$ cat src/rtl/sat_accum_pkg.sv
// Shared filter-datapath definitions: symmetric saturation limits and the
// {data, ch, sat} result record used by the accumulator output stage.
package sat_accum_pkg;

   localparam int FILT_WIDTH    = 32;
   localparam int FILT_CHANNELS = 4;
   localparam int FILT_CH_W     = (FILT_CHANNELS > 1) ? $clog2(FILT_CHANNELS) : 1;

   typedef struct packed {
      logic [FILT_WIDTH-1:0] data;
      logic [FILT_CH_W-1:0]  ch;
      logic                  sat;
   } result_t;

   // Limits are symmetric: MIN = -MAX, so the most negative code never appears.
   function automatic logic signed [63:0] sat_max(input int width);
      return (64'sd1 <<< (width - 1)) - 64'sd1;
   endfunction

   function automatic logic signed [63:0] sat_min(input int width);
      return -sat_max(width);
   endfunction

endpackage

$ cat src/rtl/sat_accum_sat_add.sv
// Combinational signed adder with symmetric saturation; reusable by other
// filter stages. sat_hit flags any sum that had to be clamped.
module sat_add
   import sat_accum_pkg::*;
#(
   parameter int WIDTH = 32
) (
   input  logic [WIDTH-1:0] a,
   input  logic [WIDTH-1:0] b,
   output logic [WIDTH-1:0] sum,
   output logic             sat_hit
);

   localparam logic signed [63:0] MAX64 = sat_max(WIDTH);
   localparam logic signed [63:0] MIN64 = sat_min(WIDTH);
   localparam logic signed [WIDTH:0] MAX_S = MAX64[WIDTH:0];
   localparam logic signed [WIDTH:0] MIN_S = MIN64[WIDTH:0];

   logic signed [WIDTH:0] s;

   always_comb begin
      s       = $signed({a[WIDTH-1], a}) + $signed({b[WIDTH-1], b});
      sum     = s[WIDTH-1:0];
      sat_hit = 1'b0;
      if (s > MAX_S) begin
         sum     = MAX_S[WIDTH-1:0];
         sat_hit = 1'b1;
      end else if (s < MIN_S) begin
         sum     = MIN_S[WIDTH-1:0];
         sat_hit = 1'b1;
      end
   end

endmodule

$ cat src/rtl/sat_accum.sv
// Multi-channel saturating accumulator: per-channel running sums with sticky
// saturation flags, a single-entry output register and ready/valid handshake.
module sat_accum
   import sat_accum_pkg::*;
#(
   parameter int WIDTH    = FILT_WIDTH,
   parameter int CHANNELS = FILT_CHANNELS,
   localparam int CH_W    = (CHANNELS > 1) ? $clog2(CHANNELS) : 1
) (
   input  logic             clk,
   input  logic             rst_n,
   input  logic             clear,
   input  logic             in_valid,
   output logic             in_ready,
   input  logic [WIDTH-1:0] in_data,
   input  logic [CH_W-1:0]  in_ch,
   input  logic             in_last,
   output logic             out_valid,
   input  logic             out_ready,
   output logic [WIDTH-1:0] out_data,
   output logic [CH_W-1:0]  out_ch,
   output logic             out_sat
);

   logic [WIDTH-1:0] acc_q  [CHANNELS];
   logic             flag_q [CHANNELS];
   logic [WIDTH-1:0] acc_rd;
   logic             flag_rd;
   logic             ch_ok;
   logic             accept;
   logic [WIDTH-1:0] sum;
   logic             sat_hit;
   logic             out_valid_q, out_valid_d;
   result_t          out_q, out_d;

   // Register-vector read so the same channel can be hit every cycle.
   always_comb begin
      acc_rd  = '0;
      flag_rd = 1'b0;
      for (int c = 0; c < CHANNELS; c++) begin
         if (in_ch == CH_W'(c)) begin
            acc_rd  = acc_q[c];
            flag_rd = flag_q[c];
         end
      end
   end

   generate
      if ((2 ** CH_W) > CHANNELS) begin : g_range
         assign ch_ok = (in_ch < CH_W'(CHANNELS));
      end else begin : g_full
         assign ch_ok = 1'b1;
      end
   endgenerate

   assign in_ready = !clear && (!out_valid_q || out_ready);
   // Out-of-range channels complete the handshake but update nothing.
   assign accept   = in_valid && in_ready && ch_ok;

   sat_add #(.WIDTH(WIDTH)) u_add (
      .a       (acc_rd),
      .b       (in_data),
      .sum     (sum),
      .sat_hit (sat_hit)
   );

   generate
      for (genvar gi = 0; gi < CHANNELS; gi++) begin : g_ch
         always_ff @(posedge clk or negedge rst_n) begin
            if (!rst_n) begin
               acc_q[gi]  <= '0;
               flag_q[gi] <= 1'b0;
            end else if (clear) begin
               acc_q[gi]  <= '0;
               flag_q[gi] <= 1'b0;
            end else if (accept && (in_ch == CH_W'(gi))) begin
               if (in_last) begin
                  acc_q[gi]  <= '0;
                  flag_q[gi] <= 1'b0;
               end else begin
                  acc_q[gi]  <= sum;
                  flag_q[gi] <= flag_q[gi] | sat_hit;
               end
            end
         end
      end
   endgenerate

   always_comb begin
      out_valid_d = out_valid_q;
      out_d       = out_q;
      if (accept && in_last) begin
         out_valid_d = 1'b1;
         out_d.data  = sum;
         out_d.ch    = in_ch;
         out_d.sat   = flag_rd | sat_hit;
      end else if (out_valid_q && out_ready) begin
         out_valid_d = 1'b0;
      end
   end

   always_ff @(posedge clk or negedge rst_n) begin
      if (!rst_n) begin
         out_valid_q <= 1'b0;
         out_q       <= '0;
      end else begin
         out_valid_q <= out_valid_d;
         out_q       <= out_d;
      end
   end

   assign out_valid = out_valid_q;
   assign out_data  = out_q.data;
   assign out_ch    = out_q.ch;
   assign out_sat   = out_q.sat;

endmodule

$ cat config.mk
export PLATFORM = sky130hd
export DESIGN_NAME = sat_accum
export DESIGN_NICKNAME = d
export VERILOG_FILES = /design/src/rtl/sat_accum_pkg.sv /design/src/rtl/sat_accum_sat_add.sv /design/src/rtl/sat_accum.sv
export SDC_FILE = /design/constraint.sdc
export NUM_CORES = 1
export LEC_CHECK = 0
export ABC_AREA = 1
export CORE_MARGIN = 2
export CORE_UTILIZATION = 60
export DETAILED_ROUTE_END_ITERATION = 7
export HOLD_SLACK_MARGIN = 0.06
export PLACE_DENSITY = 0.81
export SLEW_MARGIN = 20
export SYNTH_ARGS = -nofsm -noshare
export SYNTH_HDL_FRONTEND = slang
export SYNTH_SLANG_ARGS = --single-unit
export TNS_END_PERCENT = 10
$ cat constraint.sdc
create_clock -name clk -period 4 [get_ports clk]
set_input_delay 0.8 -clock clk [delete_from_list [all_inputs] [get_ports clk]]
set_output_delay 0.8 -clock clk [all_outputs]
set_load 0.02 [all_outputs]
==> impl_metrics.ini <==
[outcome]
status = complete, but fails checks
violations = negative setup slack

[placed_design]
dp_hpwl_um = 23100
place_inst = 1964
dp_slack_ps = -856
gp_congestion = 0.873
placed_area_um2 = 13000
numPortBuffers = 76

[yosys]
synth_cell_types = 38
ys_seq_area_share_pct = 38.5
synth_cells = 1564
synth_area_um2 = 10900
syn_nets = 1637
ys_seq_elements = 168
yosys_warnings = 0
avgSynthCellArea_um2 = 6.98

[timing]
period_share_pct = 100
fmax_ghz = 0.250
tns_ps = -1.86
finalMaxSlewViolations = 0
finalHoldViolCount = 0
finalClockSkew_ps = 13.2
fin_crit_ps = 4000
max_slew.worst_pin.slew_ps = 994
setup_viol = 1
final.setup.worst_slack_ps = -1.86
rsz0062_at_grt = true
relSlewSlack_pct = 33.7

[cts]
htreeDepth = 4
cts_made_buffers = 17
cts.sinks = 168
cts_root_buf = clkbuf_16
clkTransAtPathRegs_ps = 70
hold_buffers = 0
cts_buffer_depth = 2
worstSkewPairLatency_ps = 440
cts_tree = done

[floorplanning]
die_y_um = 139
core_area_um2 = 17900
dieArea_um2 = 19300
chipWidth_um = 139
rows = 49
io_pins = 77
start_util_pct = 61.0

[critical_path]
arrival_ps = 4310
critical_path_class = input port to flop
worstPathRequired_ps = 4310
path_common_cell = nand2_1
startpoint_type = input port
cpPeakStageDelay_ps = 300
slowest_stage = ha_4
crit_fanout = 9
cp-end-kind = flop
reg2reg_depth = 23

[layout]
finish.utilization_pct = 83.3
area_growth_pct = 36.7
diodes = 0
fillCellCount = 1003
final_cell_count_no_fill = 2030
fin_area_um2 = 14900
layout.nets = 1862
drive_gt1_share_pct = 26.9

[route]
drc = 0
ant_nets = 0
via_per_inst = 5.97
drt_wl_total_um = 40200
dr.pass1.iters = 8
vias = 12100
wire_per_inst_um = 19.8
drt_iter0_drc = 1871

[grt]
grt_pass1_wl_um = 57000
grt_max_degree = 101
grt_use_total_pct = 36.8
gr-total-overflow = 0
grt_pass1_vias = 11300
antenna_found_initial = 0

[pwr]
leakagePower_uw = 0.00811
peakVddDrop_mv = 0.393
power.density_nw_per_um2 = 533

[worst_hold_path]
hp-class = input port to async pin

[run]
cap_violations = 0
==> cell families (layout without fill, tap and decap cells) <==
logic type | after synthesis | count (layout) | share of synthesized area, %
and+or+nand+nor | 1001 | 1001 | 41.6
xor gates and xnor gates | 6 | 6 | 0.619
adders and majority gates | 33 | 33 | 3.85
DFF | 168 | 168 | 38.5
AOI/OAI and AO/OA | 108 | 108 | 5.95
buffers and inverters | 248 | 485 | 9.47
==> worst paths after layout <==
kind	endpoint	slack (ps)	from
worst max-delay path	acc_q[62]	-2	in_ch[0]
worst max register to register	acc_q[62]	320	acc_q[32]
worst min-delay path	acc_q[107]	440	rst_n
min in group clk	acc_q[0]	480	acc_q[0]
worst min register to register	acc_q[0]	480	acc_q[0]
max in group asynchronous	acc_q[69]	2680	rst_n
==> through the flow <==
stage          hold WS (ps)  total power (µW)
3_3_place_gp            456              5490
3_5_place_dp            460              5560
2_1_floorplan           444              4220
5_1_grt                 505              8280
4_1_cts                 477              7390
6_report                441              7960
==> power breakdown <==
group          switching (µW)  internal, µW
combinational            2360          1670
sequential                272          2050
clock                     736           875
total                    3370          4590
==> synth_stat cells <==
| cell type | count | share of area (%) |
|---|---|---|
| nor2_1 | 61 | 2.1 |
| buf_6 | 3 | 0.31 |
| a221oi_1 | 18 | 1.4 |
| nand2_1 | 673 | 23 |
| nand3_1 | 159 | 7.3 |
| nor2_2 | 5 | 0.29 |
| xor2_1 | 3 | 0.24 |
| nor3_1 | 6 | 0.28 |
| o21ai_1 | 3 | 0.14 |
| or2_0 | 1 | 0.057 |
| dfrtp_1 | 168 | 39 |
| nand3_2 | 3 | 0.28 |
| nand3b_1 | 7 | 0.48 |
| nand2_2 | 12 | 0.69 |
| o21bai_1 | 1 | 0.069 |
| o22ai_1 | 16 | 0.92 |
| xnor2_1 | 1 | 0.080 |
| inv_1 | 179 | 6.2 |
| inv_2 | 1 | 0.034 |
| buf_1 | 5 | 0.17 |
| fa_1 | 1 | 0.18 |
| buf_12 | 3 | 0.55 |
| ha_1 | 32 | 3.7 |
| nand4_1 | 9 | 0.52 |
| xor2_2 | 2 | 0.30 |
| a21oi_1 | 15 | 0.69 |
| nand3b_4 | 1 | 0.18 |
| buf_2 | 25 | 1.1 |
| clkbuf_1 | 28 | 0.96 |
| o221ai_1 | 1 | 0.080 |
| and2_1 | 6 | 0.34 |
| a21oi_2 | 2 | 0.16 |
| nand2_4 | 56 | 5.8 |
| o211ai_2 | 1 | 0.11 |
| o21ai_0 | 51 | 2.3 |
| nor3_2 | 1 | 0.092 |
| or2_2 | 1 | 0.057 |
| clkinv_1 | 4 | 0.14 |
==> layout by cell type, fill, tap and decap left out, drive strengths merged <==
cell type      count
o21ai             54
nand2            741
nand3b             8
ha                32
nor3               7
or2                2
and2               6
nand4              9
inv              183
a221oi            18
buf              195
nand3            162
clkdlybuf4s50     73
dfrtp            168
bufbuf             1
fa                 1
o22ai             16
o211ai             1
nor2              66
clkinv             8
bufinv             1
o21bai             1
a21oi             17
clkbuf            19
xor2               5
xnor2              1
clkinvlp           5
o221ai             1
==> metal layers <==
layer  global-route usage (%)  vias up  share of wire [%]
met1                     49.8     5563                 37
met4                     14.9        0                5.4
met2                     58.6      944                 45
met3                     7.53      269                 12
met5                        0        -                  0
li1                         -     5343                  -
==> timing repair <==
item / in CTS / in global routing
gates resized for setup: 110 / 129
gates cloned: 3 / 1
buffers inserted: 10 / 22
endpoints found under the setup margin: 164 / 164
pin swaps: 32 / 50
==> critical path: cells and delay by family <==
family | cells | cell delay [ps]
and+or+nand+nor | 19 | 1740
buffers and inverters | 10 | 1110
AOI/OAI and AO/OA | 2 | 350
adders and majority gates | 1 | 300
==> registers in the layout, indices dropped and copies added, names as in the netlist <==
register	flops
out_data	32
flag_q	4
out_sat	1
out_valid	1
out_ch	2
acc_q	128
==> cell type report <==
class,instances,area [µm²],share of cell area (%)
inverter,184,694,4.65
sequential,168,4200,28.2
multi-input combinational,1148,6660,44.6
clock buffer,18,439,2.94
clock inverter,13,121,0.813
tap,229,287,1.92
timing repair buffer,270,2520,16.9
Power figures use the tool's default switching activity.
